===== src/rtl/btb.sv =====
`default_nettype none
// ============================================================================
// Module   : btb (with riscv_pkg)
// Brief    : Direct-mapped branch target buffer with 2-bit saturating
//            direction counters, zero-cycle combinational lookup and a
//            single-entry update port driven from EX.
// Revision : 1.0 - initial release
// ============================================================================

package riscv_pkg;
  parameter int XLEN = 32;
endpackage

module btb #(
  parameter int ENTRIES = 64,
  parameter int XLEN    = riscv_pkg::XLEN
) (
  input  logic            clk,
  input  logic            reset,
  input  logic [XLEN-1:0] if_pc,
  output logic            btb_hit,
  output logic            predict_taken,
  output logic [XLEN-1:0] predict_target,
  output logic [XLEN-1:0] next_pc,
  input  logic            btb_update_en,
  input  logic [XLEN-1:0] btb_pc_update,
  input  logic [XLEN-1:0] btb_target_actual,
  input  logic            btb_is_branch_or_jmp,
  input  logic            btb_flush
);

  localparam int C_IDX_W = (ENTRIES > 1) ? $clog2(ENTRIES) : 1;
  localparam int C_TAG_W = XLEN - C_IDX_W - 2;

  // Entry storage; only the valid bits carry reset, the rest is masked by them
  logic [ENTRIES-1:0] r_valid;
  logic [C_TAG_W-1:0] r_tag    [ENTRIES];
  logic [XLEN-1:0]    r_target [ENTRIES];
  logic [1:0]         r_ctr    [ENTRIES];

  logic [C_IDX_W-1:0] w_lk_idx;
  logic [C_TAG_W-1:0] w_lk_tag;
  logic [C_IDX_W-1:0] w_up_idx;
  logic [C_TAG_W-1:0] w_up_tag;
  logic               w_up_hit;
  logic               w_up_act;
  logic [3:0]         w_unused_bits;

  assign w_lk_idx = if_pc[C_IDX_W+1:2];
  assign w_lk_tag = if_pc[XLEN-1:C_IDX_W+2];
  assign w_up_idx = btb_pc_update[C_IDX_W+1:2];
  assign w_up_tag = btb_pc_update[XLEN-1:C_IDX_W+2];

  // Byte-offset bits never participate in indexing or tag match
  assign w_unused_bits = {if_pc[1:0], btb_pc_update[1:0]};

  // An update only counts when neither reset nor flush wipes the table
  assign w_up_act = btb_update_en && !reset && !btb_flush;
  assign w_up_hit = r_valid[w_up_idx] && (r_tag[w_up_idx] == w_up_tag);

  // Combinational lookup against pre-update contents (no write bypass)
  always_comb begin
    btb_hit        = r_valid[w_lk_idx] && (r_tag[w_lk_idx] == w_lk_tag);
    predict_taken  = btb_hit && r_ctr[w_lk_idx][1];
    predict_target = btb_hit ? r_target[w_lk_idx] : '0;
    next_pc        = predict_taken ? predict_target : (if_pc + XLEN'(4));
  end

  // Valid bits: reset and flush clear everything, a taken update allocates
  always_ff @(posedge clk) begin
    if (reset || btb_flush) begin
      r_valid <= '0;
    end else if (btb_update_en && btb_is_branch_or_jmp) begin
      r_valid[w_up_idx] <= 1'b1;
    end
  end

  // Tag/target/counter of the single indexed entry on a qualifying update
  always_ff @(posedge clk) begin
    if (w_up_act) begin
      if (btb_is_branch_or_jmp) begin
        r_target[w_up_idx] <= btb_target_actual;
        if (w_up_hit) begin
          r_ctr[w_up_idx] <= (r_ctr[w_up_idx] == 2'b11) ? 2'b11
                                                         : r_ctr[w_up_idx] + 2'd1;
        end else begin
          r_tag[w_up_idx] <= w_up_tag;
          r_ctr[w_up_idx] <= 2'b10;
        end
      end else if (w_up_hit) begin
        r_ctr[w_up_idx] <= (r_ctr[w_up_idx] == 2'b00) ? 2'b00
                                                       : r_ctr[w_up_idx] - 2'd1;
      end
    end
  end

endmodule
`default_nettype wire


===== config.mk =====
export PLATFORM = sky130hd
export DESIGN_NAME = btb
export DESIGN_NICKNAME = d
export VERILOG_FILES = /design/src/rtl/btb.sv
export SDC_FILE = /design/constraint.sdc
export NUM_CORES = 2
export LEC_CHECK = 0
export CAP_MARGIN = 15
export CORE_UTILIZATION = 47
export DETAILED_ROUTE_END_ITERATION = 8
export HOLD_SLACK_MARGIN = 0.15
export RECOVER_POWER = 25
export SETUP_SLACK_MARGIN = 0.2
export SYNTH_ARGS = -nofsm -noshare
export SYNTH_HDL_FRONTEND = slang
export SYNTH_SLANG_ARGS = --single-unit

===== constraint.sdc =====
create_clock -name clk -period 9.46 [get_ports clk]
set_clock_uncertainty 0.15 [all_clocks]
set_input_delay 1.419 -clock clk [delete_from_list [all_inputs] [get_ports clk]]
set_output_delay 1.419 -clock clk [all_outputs]
set_load 0.02 [all_outputs]

* Word level (Yosys, flattened, before mapping)
Memory sizes are Yosys's and may differ from the RTL's.
Index checks and enable logic that the tools add are counted.
W data, S select, Z words.
** Operators by class
- Multiplexer cells :: 26
- Add/subtract/negate cells :: 3
- Bitwise logic cells :: 3
- Equal/unequal tests :: 3
- $lt $le $gt $ge :: 3
- Reduce and logical (&&, ||, !) cells :: 11
** Operators by type and width (count)
- $mux W32 :: 2
- $or A64 B64 Y64 :: 1
- $eq A24 B24 Y1 :: 2
- $add A32 B3 Y32 const B :: 1
- $mux W1 :: 17
- $lt A6 B7 Y1 const B :: 2
- $bmux W1 S6 :: 2
- $mux W2 :: 4
- $logic_and A1 B1 Y1 :: 7
- $demux W1 S6 :: 1
- $ge A6 B1 Y1 const B :: 1
- $add A2 B1 Y2 const B :: 1
- $eq A2 B2 Y1 const B :: 1
- $logic_not A1 Y1 :: 2
- $logic_not A2 Y1 :: 1
- $or A1 B1 Y1 :: 2
- $sub A2 B1 Y2 const B :: 1
- $logic_or A1 B1 Y1 :: 1
** Word-level totals
- Output and inout bits :: 66
- Flip-flop bits (word level) :: 64
- Input port bits :: 101
- Logic and storage cells :: 53
- Memories kept :: 3
- Bits in writable memories :: 3712
** Memory list
- r_target :: depth 64, bits a word 32, rd ports 1, clocked after memory_dff 0, write ports 1, line 38 : logic [XLEN-1:0] r_target [ENTRIES];
- r_tag :: depth 64, bits a word 24, rd ports 2, clocked after memory_dff 0, write ports 1, line 37 : logic [C_TAG_W-1:0] r_tag [ENTRIES];
- r_ctr :: depth 64, bits a word 2, rd ports 2, clocked after memory_dff 0, write ports 1, line 39 : logic [1:0] r_ctr [ENTRIES];

* Depth between registers and ports, before layout
- Depth after elaboration :: 9
- Gate-level depth with buffers :: 19
- Mapped depth without buffers :: 11

* Worst setup path before layout
Ideal clock, no wire load.
- Kind :: input to register
- Start :: input port btb_pc_update[2]
- End :: memory r_ctr[0][1] (data pin)
- Path buffers :: 5
- Setup slack :: 1.923 ns
- Required time :: 8.629 ns
- Cell stages on the path :: 15
- Arrival :: 6.706 ns
- Library setup time :: 0.681 ns
- Cells stage by stage :: buf_2 buf_2 buf_1 buf_2 mux4_2 nand2_1 a21oi_1 nor4_1 nand4_1 xnor2_1 nand4_1 nor3_1 buf_2 o211a_1 nor3_1
** On the way
- Longest elaborated chain between the ends :: 9
- Elaborated cells between the ends (all ways) :: 22
- Classes of those cells :: add/sub: 2; eq/ne: 2; mux: 14; reduce/logical: 2; memory: 2
** Ends and longest elaborated chain
- start: declaration :: line 26 : input logic [XLEN-1:0] btb_pc_update,
- $mem_v2 Z64 W24 / $bmux W1 S6 (equally long branches)
- $eq A24 B24 Y1 / $mux W1 (equally long branches) :: line 59 : assign w_up_hit = r_valid[w_up_idx] && (r_tag[w_up_idx] == w_up_tag);
- $logic_and A1 B1 Y1 :: line 59
- $mux W1 :: line 83 : if (w_up_hit) begin
- $mux W1 :: line 81 : if (btb_is_branch_or_jmp) begin
- $mux W1 :: line 80 : if (w_up_act) begin
- $mux W1 (not written as such) :: line 88 : r_ctr[w_up_idx] <= 2'b10;
- $mux W2 (no source line)
- $mux W2 (no source line) *
- end: declaration :: line 39
Mark *: on every way between the ends. The rest lies on a longest branch, timed or not. The select of a mux whose other input is x is not followed.

* Worst setup path after layout
- Start :: input port if_pc[3]
- End :: output port next_pc[8]
** On the way
- Longest elaborated chain between the ends :: 5
- Elaborated cells between the ends (all ways) :: 11
- Classes of those cells :: add/sub: 1; eq/ne: 1; mux: 4; reduce/logical: 2; memory: 3
** Ends and longest elaborated chain
- start: declaration :: line 20 : input logic [XLEN-1:0] if_pc,
- $mem_v2 Z64 W24 / $bmux W1 S6 (equally long branches)
- $eq A24 B24 Y1 / $mux W1 (equally long branches) :: line 63 : btb_hit = r_valid[w_lk_idx] && (r_tag[w_lk_idx] == w_lk_tag);
- $logic_and A1 B1 Y1 :: line 63
- $mux W32 / $logic_and A1 B1 Y1 (equally long branches) :: line 65, 64
- $mux W32 * :: line 66 : next_pc = predict_taken ? predict_target : (if_pc + XLEN'(4));
- end: declaration :: line 24 : output logic [XLEN-1:0] next_pc,
Marked as above.

==> flow_metrics.tcl <==
set metrics [dict create \
    cp-startpoint "if_pc[3]" \
    rsz0062_at_grt "no" \
    clock_latency_ps 1010 \
    critPathCaptureType "primary output" \
    layout_commonest_cell "edfxtp_1" \
    drive_gt1_share_pct 30.7 \
    fmax_ghz 0.114 \
    worstHoldPathCells 1 \
    reg2reg_from "r_tag[37][3]" \
    io_pins 167 \
    viasPerCell 7.06 \
    overflow 0 \
    internal-power_mw 28.2 \
    powerDensity_nw_per_um2 201 \
    cts_setup_buffers 0 \
    finalSetupViolCount 0 \
    fill_cells 25700 \
    synth_top_cell_area_share_pct 70.2 \
    cts_buffers 397 \
    grt_use_total_pct 33.2 \
    grt_pass1_vias 90600 \
    h-tree-depth 5 \
    crit_type "in -> out" \
    syn_area_sq_um 159000 \
    synth-seq-cells 3776 \
    synth.area.top_cells "edfxtp_1 (70%), mux4_2 (17%), mux2i_1 (1.7%), a22oi_1 (1.2%), mux2_2 (1.1%)" \
    synthesis.nets 7887 \
    vdd_drop_max_mv 0.169 \
    final_nets 8374 \
    drc_errors 0 \
    antenna_found_initial 61 \
    grt_start_max_net_pins 128 \
    drt_iter0_drc 15800 \
    root_buffer "clkbuf_16" \
    gp_congestion 0.947 \
    syn_inst 7785 \
    maxSlewViolCount 2493 \
    die_w_um 583 \
    avgRoutedWirePerCell_um 43.3 \
    fin_crit_sh_pct 92.9 \
    ys_seq_area_share_pct 71.0 \
    ctsHoldBuffers 0 \
    cts_tree "built" \
    ff2ff_path_depth 12 \
    die-area_sq_um 340000 \
    cp.required_ps 7890 \
    grt_first_pass_wirelength_um 767000 \
    clk_path_buf_depth 4 \
    coreArea_sq_um 336000 \
    cp_data_arrival_time_ps 7220 \
    status "finished, violations left" \
    seqPwrFrac_pct 50.5 \
    firstDrtPassIters 8 \
    max_cap_viol_count 39 \
    ys_async_sr_fraction_pct 0 \
    clk_pin_slew_ps 60 \
    crit_path_start_kind "primary input" \
    hpwl_um 342000 \
    synth_area_per_cell_sq_um 20.4 \
    hold_class "reg -> reg" \
    combPwrFrac_pct 7.0 \
    wl_um 570000 \
    synth_flop_cell "edfxtp_1" \
    hold_violations 0 \
    slew-limit-headroom_pct -149 \
    synth-edff-count 3712 \
    post_cts_resized 0 \
    p_leak_nw 57.2 \
    fin_util_pct 54.2 \
    io_buffers 164 \
    p_switching_mw 8.33 \
    ys_warn_count 0 \
    final_antenna_net_count 0 \
    violations "max-capacitance violations, max-slew violations" \
    clkSinkCount 3776 \
    area_growth_pct 14.8 \
    fin_setup_tns_ps 0 \
    synth.distinct_cells 87 \
    period_minus_slack_ps 8790 \
    num_rows 213 \
    clockPowerShare_pct 42.6 \
    final_cell_mix "edfxtp_1 (3712), mux4_2 (1202), clkbuf_16 (405)" \
    worstPathMaxFanout 35 \
    worstHoldStart "r_valid[27]" \
    worst_slew_pin_slew_ps 3740 \
    die_y_um 583 \
    whs_ps 332 \
    p_sw_share_pct 22.8 \
    synth_area_leader_cell "edfxtp_1" \
    route.vias.total 92800 \
    start_util_pct 47.2 \
]
## path summary, 6_finish.rpt
check | end | slack [ps]
setup reg to reg | r_tag[15][13] | 3520
hold / removal | r_valid[27] | 330
hold reg to reg | r_valid[27] | 330
setup / recovery | next_pc[8] | 670
## area by class of cell
cell class / instances / area, sq um / share of cell area (%)
Timing Repair Buffer: 652 / 6560 / 3.60
Clock inverter: 231 / 2300 / 1.26
Inverter: 11 / 53.8 / 0.0295
Tap cell: 4515 / 5650 / 3.10
Multi-Input combinational cell: 3434 / 44400 / 24.3
Clock buffer: 493 / 10500 / 5.75
Sequential cell: 3776 / 113000 / 61.9
Antenna cell: 34 / 85.1 / 0.0467
## state kept, by name (all words and copies together), names as in the netlist
register	count
r_ctr	128
r_tag	1536
r_target	2048
r_valid	64
## cell families (layout without fill, tap and decap cells)
group,count (synthesis),after routing,share of synthesized area (%)
DFF,3776,3776,71.0
adders and majority gates,1,1,0.00788
buffers and inverters,575,1387,1.66
xor gates and xnor gates,74,74,0.408
other,0,34,0
muxes,1633,1633,19.9
AOI/OAI and AO/OA,1014,1014,4.78
and+or+nand+nor,712,712,2.23
## metal layers
layer  share of wire (%)  GRT usage, %  vias to the layer above
met1                  35          43.3                    49300
met3                  12          8.02                     1734
met4                 7.4          20.9                       24
li1                    -             -                    34600
met2                  46          50.3                     7234
met5               0.030             0                        -
## per-stage QoR
stage,instance area [sq um],worst slack (ps),cells,total power [mW]
2_1_floorplan,159000,1920,7785,20.1
4_1_cts,182000,969,13100,36.6
3_3_place_gp,169000,973,12400,21.2
5_1_grt,182000,661,13100,37.3
3_5_place_dp,169000,966,12400,21.3
6_report,182000,667,13100,36.5
## cell usage after synthesis (12+ instances only)
master	count
a2111oi_0	18
a211oi_1	32
a21o_1	68
a21oi_1	97
a221o_1	42
a221oi_1	121
a222oi_1	22
a22o_1	38
a22oi_1	253
a31oi_1	29
and2_1	51
and3_1	12
buf_1	100
buf_2	156
buf_4	30
buf_6	23
clkbuf_1	255
dfxtp_1	64
edfxtp_1	3712
mux2_1	12
mux2_2	152
mux2i_1	267
mux4_2	1202
nand2_1	153
nand2b_1	15
nand3_1	45
nand4_1	33
nor2_1	209
nor2b_1	19
nor3_1	95
nor4_1	13
o211ai_1	22
o21ai_0	79
o221ai_1	15
o22ai_1	66
o2bb2ai_1	23
xnor2_1	43
xor2_1	31
## worst max-delay path, stage by stage
cell             delay, ps
buf_8                  410
buf_4                  580
mux4_2                 400
mux4_2                 520
o21ai_0                600
nand3_1                220
xnor2_1                190
o2111ai_1              470
nor4_1                 400
nand4_2                260
nor3b_4                300
buf_12                 270
mux2_2                 390
clkdlybuf4s50_1        540
## power by group through the flow
stage | Sequential, mW | Combinational (mW) | Clock (mW)
2_1_floorplan | 18.8 | 1.29 | 0
3_3_place_gp | 18.8 | 2.47 | 0
3_5_place_dp | 18.8 | 2.49 | 0
4_1_cts | 18.4 | 2.50 | 15.7
5_1_grt | 18.4 | 2.59 | 16.3
6_report | 18.4 | 2.55 | 15.6
Note: power is estimated with default switching activity, not from simulation.
